--- src/rtl/tick_gen_pkg.sv ---
// Shared constants for the tick generator: default widths, standard divisors
// for a 100 MHz system clock and the conventional channel assignment.
package tick_gen_pkg;

    localparam int          TG_CNT_W       = 27;
    localparam int unsigned DIV_1HZ        = 32'd100000000;
    localparam int unsigned DIV_2HZ        = 32'd50000000;
    localparam int unsigned DIV_300HZ      = 32'd333333;
    localparam int unsigned TG_DEFAULT_DIV = DIV_1HZ;

    localparam int CH_ADJ   = 0;
    localparam int CH_COUNT = 1;
    localparam int CH_DISP  = 2;
    localparam int CH_BLINK = 3;

endpackage

--- src/rtl/tick_channel.sv ---
// One tick channel: programmable divisor, counter and registered tick pulse.
// With TICK_GEN_SQUARE_EN defined it also carries a 50%-duty square output.
module tick_channel
    import tick_gen_pkg::*;
#(
    parameter int               CNT_W       = TG_CNT_W,
    parameter logic [CNT_W-1:0] DEFAULT_DIV = CNT_W'(TG_DEFAULT_DIV)
) (
    input  logic             clk,
    input  logic             rst_n,
    input  logic             en,
    input  logic             sync_clr,
    input  logic             load,
    input  logic [CNT_W-1:0] load_div,
`ifdef TICK_GEN_SQUARE_EN
    output logic             sq,
`endif
    output logic             tick
);

    localparam logic [CNT_W-1:0] ONE = {{(CNT_W-1){1'b0}}, 1'b1};

    logic [CNT_W-1:0] div;
    logic [CNT_W-1:0] cnt;
    logic             active;
    logic             at_term;

    assign active  = en && (div != '0);
    assign at_term = (cnt == div - ONE);

    // A write reloads the divisor and restarts the phase; sync_clr only restarts.
    always_ff @(posedge clk or negedge rst_n) begin
        if (!rst_n) begin
            div  <= DEFAULT_DIV;
            cnt  <= '0;
            tick <= 1'b0;
        end else if (load) begin
            div  <= load_div;
            cnt  <= '0;
            tick <= 1'b0;
        end else if (sync_clr) begin
            cnt  <= '0;
            tick <= 1'b0;
        end else if (div == '0) begin
            cnt  <= '0;
            tick <= 1'b0;
        end else if (!en) begin
            tick <= 1'b0;
        end else if (at_term) begin
            cnt  <= '0;
            tick <= 1'b1;
        end else begin
            cnt  <= cnt + ONE;
            tick <= 1'b0;
        end
    end

`ifdef TICK_GEN_SQUARE_EN
    // Toggles on the same edge that raises tick, so the period is 2*div.
    always_ff @(posedge clk or negedge rst_n) begin
        if (!rst_n) begin
            sq <= 1'b0;
        end else if (load || sync_clr) begin
            sq <= 1'b0;
        end else if (active && at_term) begin
            sq <= ~sq;
        end
    end
`else
    logic unused_active;
    assign unused_active = active;
`endif

endmodule

--- src/rtl/tick_generator.sv ---
// Multi-channel tick generator: NUM_CH independent clock-enable pulses with
// runtime divisors, global pause and phase realign. Optional square outputs
// are enabled by defining TICK_GEN_SQUARE_EN.
module tick_generator
    import tick_gen_pkg::*;
#(
    parameter int          NUM_CH      = 4,
    parameter int          CNT_W       = TG_CNT_W,
    parameter int unsigned DEFAULT_DIV = TG_DEFAULT_DIV,
    localparam int         WR_W        = (NUM_CH > 1) ? $clog2(NUM_CH) : 1
) (
    input  logic              clk,
    input  logic              rst_n,
    input  logic              en,
    input  logic              sync_clr,
    input  logic              wr_en,
    input  logic [WR_W-1:0]   wr_ch,
    input  logic [CNT_W-1:0]  wr_div,
`ifdef TICK_GEN_SQUARE_EN
    output logic [NUM_CH-1:0] sq,
`endif
    output logic [NUM_CH-1:0] tick
);

    logic [NUM_CH-1:0] load;

    // Indices at or above NUM_CH match no channel, so such writes are dropped.
    for (genvar i = 0; i < NUM_CH; i++) begin : g_ch
        assign load[i] = wr_en && (wr_ch == WR_W'(i));

        tick_channel #(
            .CNT_W       (CNT_W),
            .DEFAULT_DIV (CNT_W'(DEFAULT_DIV))
        ) u_ch (
            .clk      (clk),
            .rst_n    (rst_n),
            .en       (en),
            .sync_clr (sync_clr),
            .load     (load[i]),
            .load_div (wr_div),
`ifdef TICK_GEN_SQUARE_EN
            .sq       (sq[i]),
`endif
            .tick     (tick[i])
        );
    end

endmodule

--- config.mk ---
export PLATFORM = sky130hd
export DESIGN_NAME = tick_generator
export DESIGN_NICKNAME = d
export VERILOG_FILES = /design/src/rtl/tick_gen_pkg.sv /design/src/rtl/tick_channel.sv /design/src/rtl/tick_generator.sv
export SDC_FILE = /design/constraint.sdc
export NUM_CORES = 1
export LEC_CHECK = 0
export CAP_MARGIN = 0
export CELL_PAD_IN_SITES_DETAIL_PLACEMENT = 1
export CELL_PAD_IN_SITES_GLOBAL_PLACEMENT = 2
export CORE_MARGIN = 5
export CORE_UTILIZATION = 46
export CTS_BUF_LIST = sky130_fd_sc_hd__clkbuf_4
export CTS_CLUSTER_DIAMETER = 50
export CTS_CLUSTER_SIZE = 12
export DETAILED_ROUTE_END_ITERATION = 12
export DONT_BUFFER_PORTS = 1
export PLACE_DENSITY_LB_ADDON = 0.1
export SYNTH_ARGS = -nofsm -noshare
export SYNTH_HDL_FRONTEND = slang
export SYNTH_SLANG_ARGS = --single-unit
--- constraint.sdc ---
create_clock -name clk -period 7.4 [get_ports clk]
set_clock_uncertainty 0.1 [all_clocks]
set_input_delay 1.85 -clock clk [delete_from_list [all_inputs] [get_ports clk]]
set_output_delay 1.85 -clock clk [all_outputs]
set_load 0.03 [all_outputs]
**Word level (Yosys, flattened, before mapping)**

Index checks and enable logic that the tools add are counted.

- Register bits: 220
- Input bits: 34

- Reductions and logical operators: 13
- Mux-type cells: 40
- Add/subtract/negate cells: 8
- Equality and inequality tests: 7

Operators by type and width:

| kind | number |
|---|---|
| $mux 27 | 20 |
| $add 27x1->27 const B | 4 |
| $eq 27x27->1 | 4 |
| $logic_not 27->1 | 4 |
| $sub 27x1->27 const B | 4 |
| $mux 1 | 20 |
| $reduce_bool 4->1 | 4 |
| $eq 2x2->1 const B | 2 |
| $logic_and 1x1->1 | 4 |
| $eq 2x1->1 const B | 1 |
| $logic_not 2->1 | 1 |

**Logic depth before layout (Yosys ltp)**

- Depth in word-level cells: 7
- Gate-level depth with buffers: 14
- Depth with buffers taken out: 11

**Cells and area by module**

From an unflattened synthesis, not the netlist that was laid out.

- Cells, all modules: 1476
- Area total of the unflattened synthesis: 13964.6 sq um

By module, submodules not included:

| module | cells each | sequential area each (sq um) | instances | area an instance (sq um) |
|---|---|---|---|---|
| tick_channel at g_ch[0].u_ch ... | 375 | 1391.3 | 3 | 3518.4 |
| tick_channel at g_ch[3].u_ch | 347 | 1391.3 | 1 | 3372.0 |
| tick_generator | 4 | 0.0 | 1 | 37.5 |

**Worst setup path before layout**

Ideal clock, no wire load.

- Kind: input -> register
- Start point: input wr_ch[1]
- End point: register g_ch[1].u_ch.cnt[13]
- Data required time: 7.231 ns
- Cell stages on the path: 9
- Data arrival time: 3.653 ns
- Path slack: 3.578 ns
- Path through: nand3b_1 > clkbuf_1 > a21boi_0 > nand2_1 > or2_1 > buf_4 > buf_6 > or3_1 > nand3_1

- Cells in the longest elaborated chain, start to end: 3

RTL lines:

| element | RTL line | text |
|---|---|---|
| start: declaration | tick_generator.sv:17 | `input logic [WR_W-1:0] wr_ch,` |
| $eq 2x1->1 (*) | tick_generator.sv:29 | `assign load[i] = wr_en && (wr_ch == WR_W'(i));` |
| $logic_and 1x1->1 (*) | tick_generator.sv:29 |  |
| $reduce_bool 4->1 (no source line) or $mux 27 (tied branches) | - |  |
| end signal: assignment | tick_channel.sv:53 | `cnt <= cnt + ONE;` |
| end: declaration | tick_channel.sv:24 | `logic [CNT_W-1:0] cnt;` |

Every way passes the cells marked *; elsewhere a longest branch is shown, timed or not.
A chain may end at the register's enable or synchronous reset.

**Final worst setup path**

- Start point: register g_ch[1].u_ch.div[19]
- End point: register g_ch[1].u_ch.cnt[20]

- Cells in the longest elaborated chain, start to end: 7

RTL lines:

| element | RTL line | text |
|---|---|---|
| start: declaration | tick_channel.sv:23 | `logic [CNT_W-1:0] div;` |
| start signal: assignment | tick_channel.sv:38 | `div <= load_div;` |
| $sub 27x1->27 | tick_channel.sv:29 | `assign at_term = (cnt == div - ONE);` |
| $eq 27x27->1 | tick_channel.sv:29 |  |
| $mux 27 | tick_channel.sv:49 | `end else if (at_term) begin` |
| $mux 27 | tick_channel.sv:47 | `end else if (!en) begin` |
| $mux 27 | tick_channel.sv:44 | `end else if (div == '0) begin` |
| $mux 27 | tick_channel.sv:41 | `end else if (sync_clr) begin` |
| $mux 27 | tick_channel.sv:37 | `end else if (load) begin` |

Parallel ways exist; a longest one is shown, timed or not. The select of a mux whose other input is x is not followed.

==> run_results.csv <==
group,metric,value,unit
run_status,outcome,"finished clean",
place,portBuffers,0,
pwr,p_per_area,203,mW/mm^2
clock_tree,htreeDepth,1,
yosys,synth_edf_count,0,
clock_tree,clk_latency,790,ps
timing,maxSlewViolCount,0,
global_routing,gr-usage-all-layers,23.8,%
worst_setup_path,r2r-end,"g_ch[1].u_ch.cnt[20]",
clock_tree,cts_root_buffer,"clkbuf_4",
detailed_routing,drtIter0Drc,531,
worst_setup_path,critPathArrivalTime,4890,ps
job,drv_cap,0,
timing,period_share,58.2,%
detailed_routing,post_drt_wl_per_cell,21.3,microns
timing,finalHoldViolCount,0,
yosys,avgSynthCellArea,9.27,sq um
timing,rsz0062_at_grt,"no",
timing,max-slew-margin-rel,29.1,%
hold_path,hp-class,"flip-flop to flip-flop",
hold_path,min-delay-start,"g_ch[3].u_ch.div[25]",
detailed_routing,vias,11800,
detailed_routing,highest_layer,"met5",
clock_tree,cts.path.max_buffers,3,
worst_setup_path,rrSetupSlack,3090,ps
detailed_routing,first_pass_iters,4,
worst_setup_path,cp-end-kind,"flip-flop",
finish,layout-drive-gt1-share,17.1,%
timing,period_minus_slack,4310,ps
yosys,ys_seq_elements,220,
hold_path,hold_end,"g_ch[3].u_ch.div[25]",
clock_tree,numCtsBuffers,31,
floorplanning,core_area,0.0307,sq mm
detailed_routing,viasPerCell,6.16,
finish,fin_nets,1542,
floorplanning,std_cell_rows,64,
yosys,synth-async-reset-ratio,100,%
timing,setup_tns,0,ps
floorplanning,pin_count,38,
timing,finalSetupViolCount,0,
detailed_routing,met1_length,19000,microns
worst_setup_path,start_kind,"flip-flop",
finish,nFillCells,3515,
global_routing,grt-ovfl-total,0,
yosys,synth.distinct_cells,82,
detailed_routing,wl_met2,19500,microns
clock_tree,path_clk_slew,120,ps
global_routing,grt_antenna_before_repair,5,
yosys,yosysTopAreaCell,"dfrtp_1",
timing,fin_hold_ws,462,ps
clock_tree,post_cts_buffers,0,
yosys,netlist_instances,1542,
global_routing,grt_pass1_vias,12300,
global_routing,grt_pass1_wl,67300,microns
floorplanning,die_area,0.0347,sq mm
floorplanning,die_x,186,microns
floorplanning,die-height,186,microns
place,gp_congestion,0.827,
timing,max_freq,0.232,GHz
yosys,yosysSeqAreaShare,38.9,%
yosys,synthTopCellsByArea,"dfrtp_1 30%, dfstp_2 8.8%, mux2_2 8.4%",
detailed_routing,dr_wl_met3,1690,microns
global_routing,grt_max_degree,221,
clock_tree,clock-sinks,220,
yosys,yosys_most_used_dff,"dfrtp_1",
floorplanning,start_util,46.6,%
yosys,syn_area,0.0143,sq mm
pwr,ir_drop,0.123,mV
finish,syn_to_final_growth,4.99,%
clock_tree,cts_tree,"built",
pwr,power_leakage,6.10,nW
worst_setup_path,rr_worst_depth,9,
worst_setup_path,required,7980,ps
timing,worst_pin_slew,1050,ps
worst_setup_path,cp_max_fo,24,
yosys,yosys_warnings,0,
detailed_routing,route.detailed.drc,0,
yosys,synth_nets,1584,
yosys,yosysTopAreaCellShare,30.1,%
clock_tree,ctsHoldBuffers,0,
worst_setup_path,path_class,"flip-flop to flip-flop",
clock_tree,cts_resized,0,
worst_setup_path,r2r-start,"g_ch[1].u_ch.div[19]",
detailed_routing,totalWireLength,40900,microns
place,hpwl,29700,microns
hold_path,min_path_cells,1,
detailed_routing,ant_nets,0,
[Yosys cell counts, drive strengths merged, types with 4 or more instances]
master	instances
a2111oi	6
a211o	9
a211oi	9
a21boi	4
a21o	37
a21oi	32
a221o	17
a22o	21
a31oi	7
and2	9
and3	45
and4	6
buf	24
clkbuf	62
dfrtp	172
dfstp	48
ha	8
inv	34
mux2	106
mux2i	13
nand2	111
nand2b	18
nand3	70
nand3b	13
nand4	34
nand4b	11
nor2	107
nor2b	13
nor3	76
nor3b	19
nor4	55
nor4b	4
o2111ai	5
o211ai	4
o21a	6
o21ai	78
o311ai	4
o31ai	10
or2	17
or3	26
or4	17
or4b	4
xnor2	76
xor2	50
[flip-flops by register name, summed over array words and instances (netlist names)]
| name | count |
|---|---|
| g_ch.u_ch.cnt | 108 |
| g_ch.u_ch.div | 108 |
| g_ch.u_ch.tick | 4 |
[power breakdown]
group / switching, mW / internal [mW]
registers: 0.204 / 1.36
logic: 0.311 / 0.300
clock network: 0.520 / 0.358
[worst max-delay path, cell delays in order (launching register included)]
cell	delay, ps
dfrtp_1	450
nor4_1	730
nand4_1	270
or4_1	470
a211o_1	320
a211oi_2	270
and4_1	410
or2_1	730
o21ai_0	230
a21o_1	210
[cell type report]
class,instances,area [sq um],area share [%]
flip-flops and latches,220,5570,37.1
clock buffers,35,263,1.75
diodes,2,5.00,0.0334
multi-input cells,1202,8240,54.9
well taps,396,495,3.30
inverters,34,128,0.851
clock inverters,22,229,1.53
repair buffers,11,82.6,0.550
[worst max-delay path by stage]
stage / from / endpoint / slack (ps) / cells after the start
final: g_ch[1].u_ch.div[19] / g_ch[1].u_ch.cnt[20] / 3090 / 9
after global routing: g_ch[1].u_ch.div[19] / g_ch[1].u_ch.cnt[20] / 2710 / 9
after CTS: g_ch[1].u_ch.div[19] / g_ch[1].u_ch.cnt[20] / 3070 / 9
after detailed placement: wr_ch[1] / g_ch[1].u_ch.cnt[13] / 3040 / 7
after global placement: wr_ch[1] / g_ch[1].u_ch.cnt[10] / 3120 / 7
after floorplan: wr_ch[1] / g_ch[1].u_ch.cnt[13] / 3580 / 9
[kinds of logic (layout without fill, tap and decap cells)]
family,count (synthesis),count (layout),synth area share [%]
DFF,220,220,38.9
xor gates and xnor gates,127,127,7.88
and+or+nand+nor,663,663,25.6
other,0,2,0
adders and majority gates,8,8,0.700
AOI/OAI and AO/OA,285,285,14.1
muxes,119,119,9.26
buffers and inverters,120,102,3.55
[layer usage]
| metal | GRT usage (%) | up-vias |
|---|---|---|
| met5 | 0 | - |
| met4 | 4.11 | 2 |
| met3 | 4.28 | 45 |
| met2 | 40.1 | 135 |
| met1 | 32.8 | 6016 |
| li1 | - | 5635 |
[layout by cell type, fill, tap and decap left out, types with 9 or more instances in the layout]
cell type	netlist	layout
nand2b_1	18	18
xor2_1	50	50
nand4b_1	10	10
dfrtp_1	172	172
mux2_2	106	106
or2_2	16	16
mux2i_1	13	13
a21oi_1	32	32
inv_1	34	34
o21ai_0	74	74
a211o_1	9	9
nor3b_1	19	18
nand2_1	111	111
xnor2_1	76	76
or4_1	17	17
nor2b_1	13	13
nand4_1	33	33
dfstp_2	48	48
nand3b_1	13	13
a221o_1	17	17
and3_1	45	45
nor4_1	50	49
nand3_1	70	70
buf_4	9	11
or3_1	26	26
clkbuf_4	0	35
nor3_1	76	75
a22o_1	21	21
nor2_1	106	105
a21o_1	37	37
o31ai_1	10	10
[per-stage QoR]
stage / instances / util, % / worst slack [ps] / power [mW] / area, sq um
after CTS: 1920 / 48.9 / 3070 / 3.08 / 15000
final: 1922 / 48.9 / 3090 / 3.05 / 15000
after global routing: 1921 / 48.9 / 2710 / 3.23 / 15000
after detailed placement: 1863 / 47.3 / 3040 / 2.19 / 14500
after global placement: 1863 / 47.3 / 3120 / 2.17 / 14500
after floorplan: 1542 / - / 3580 / 2.02 / 14300
Note: power is estimated with default switching activity, not from simulation.
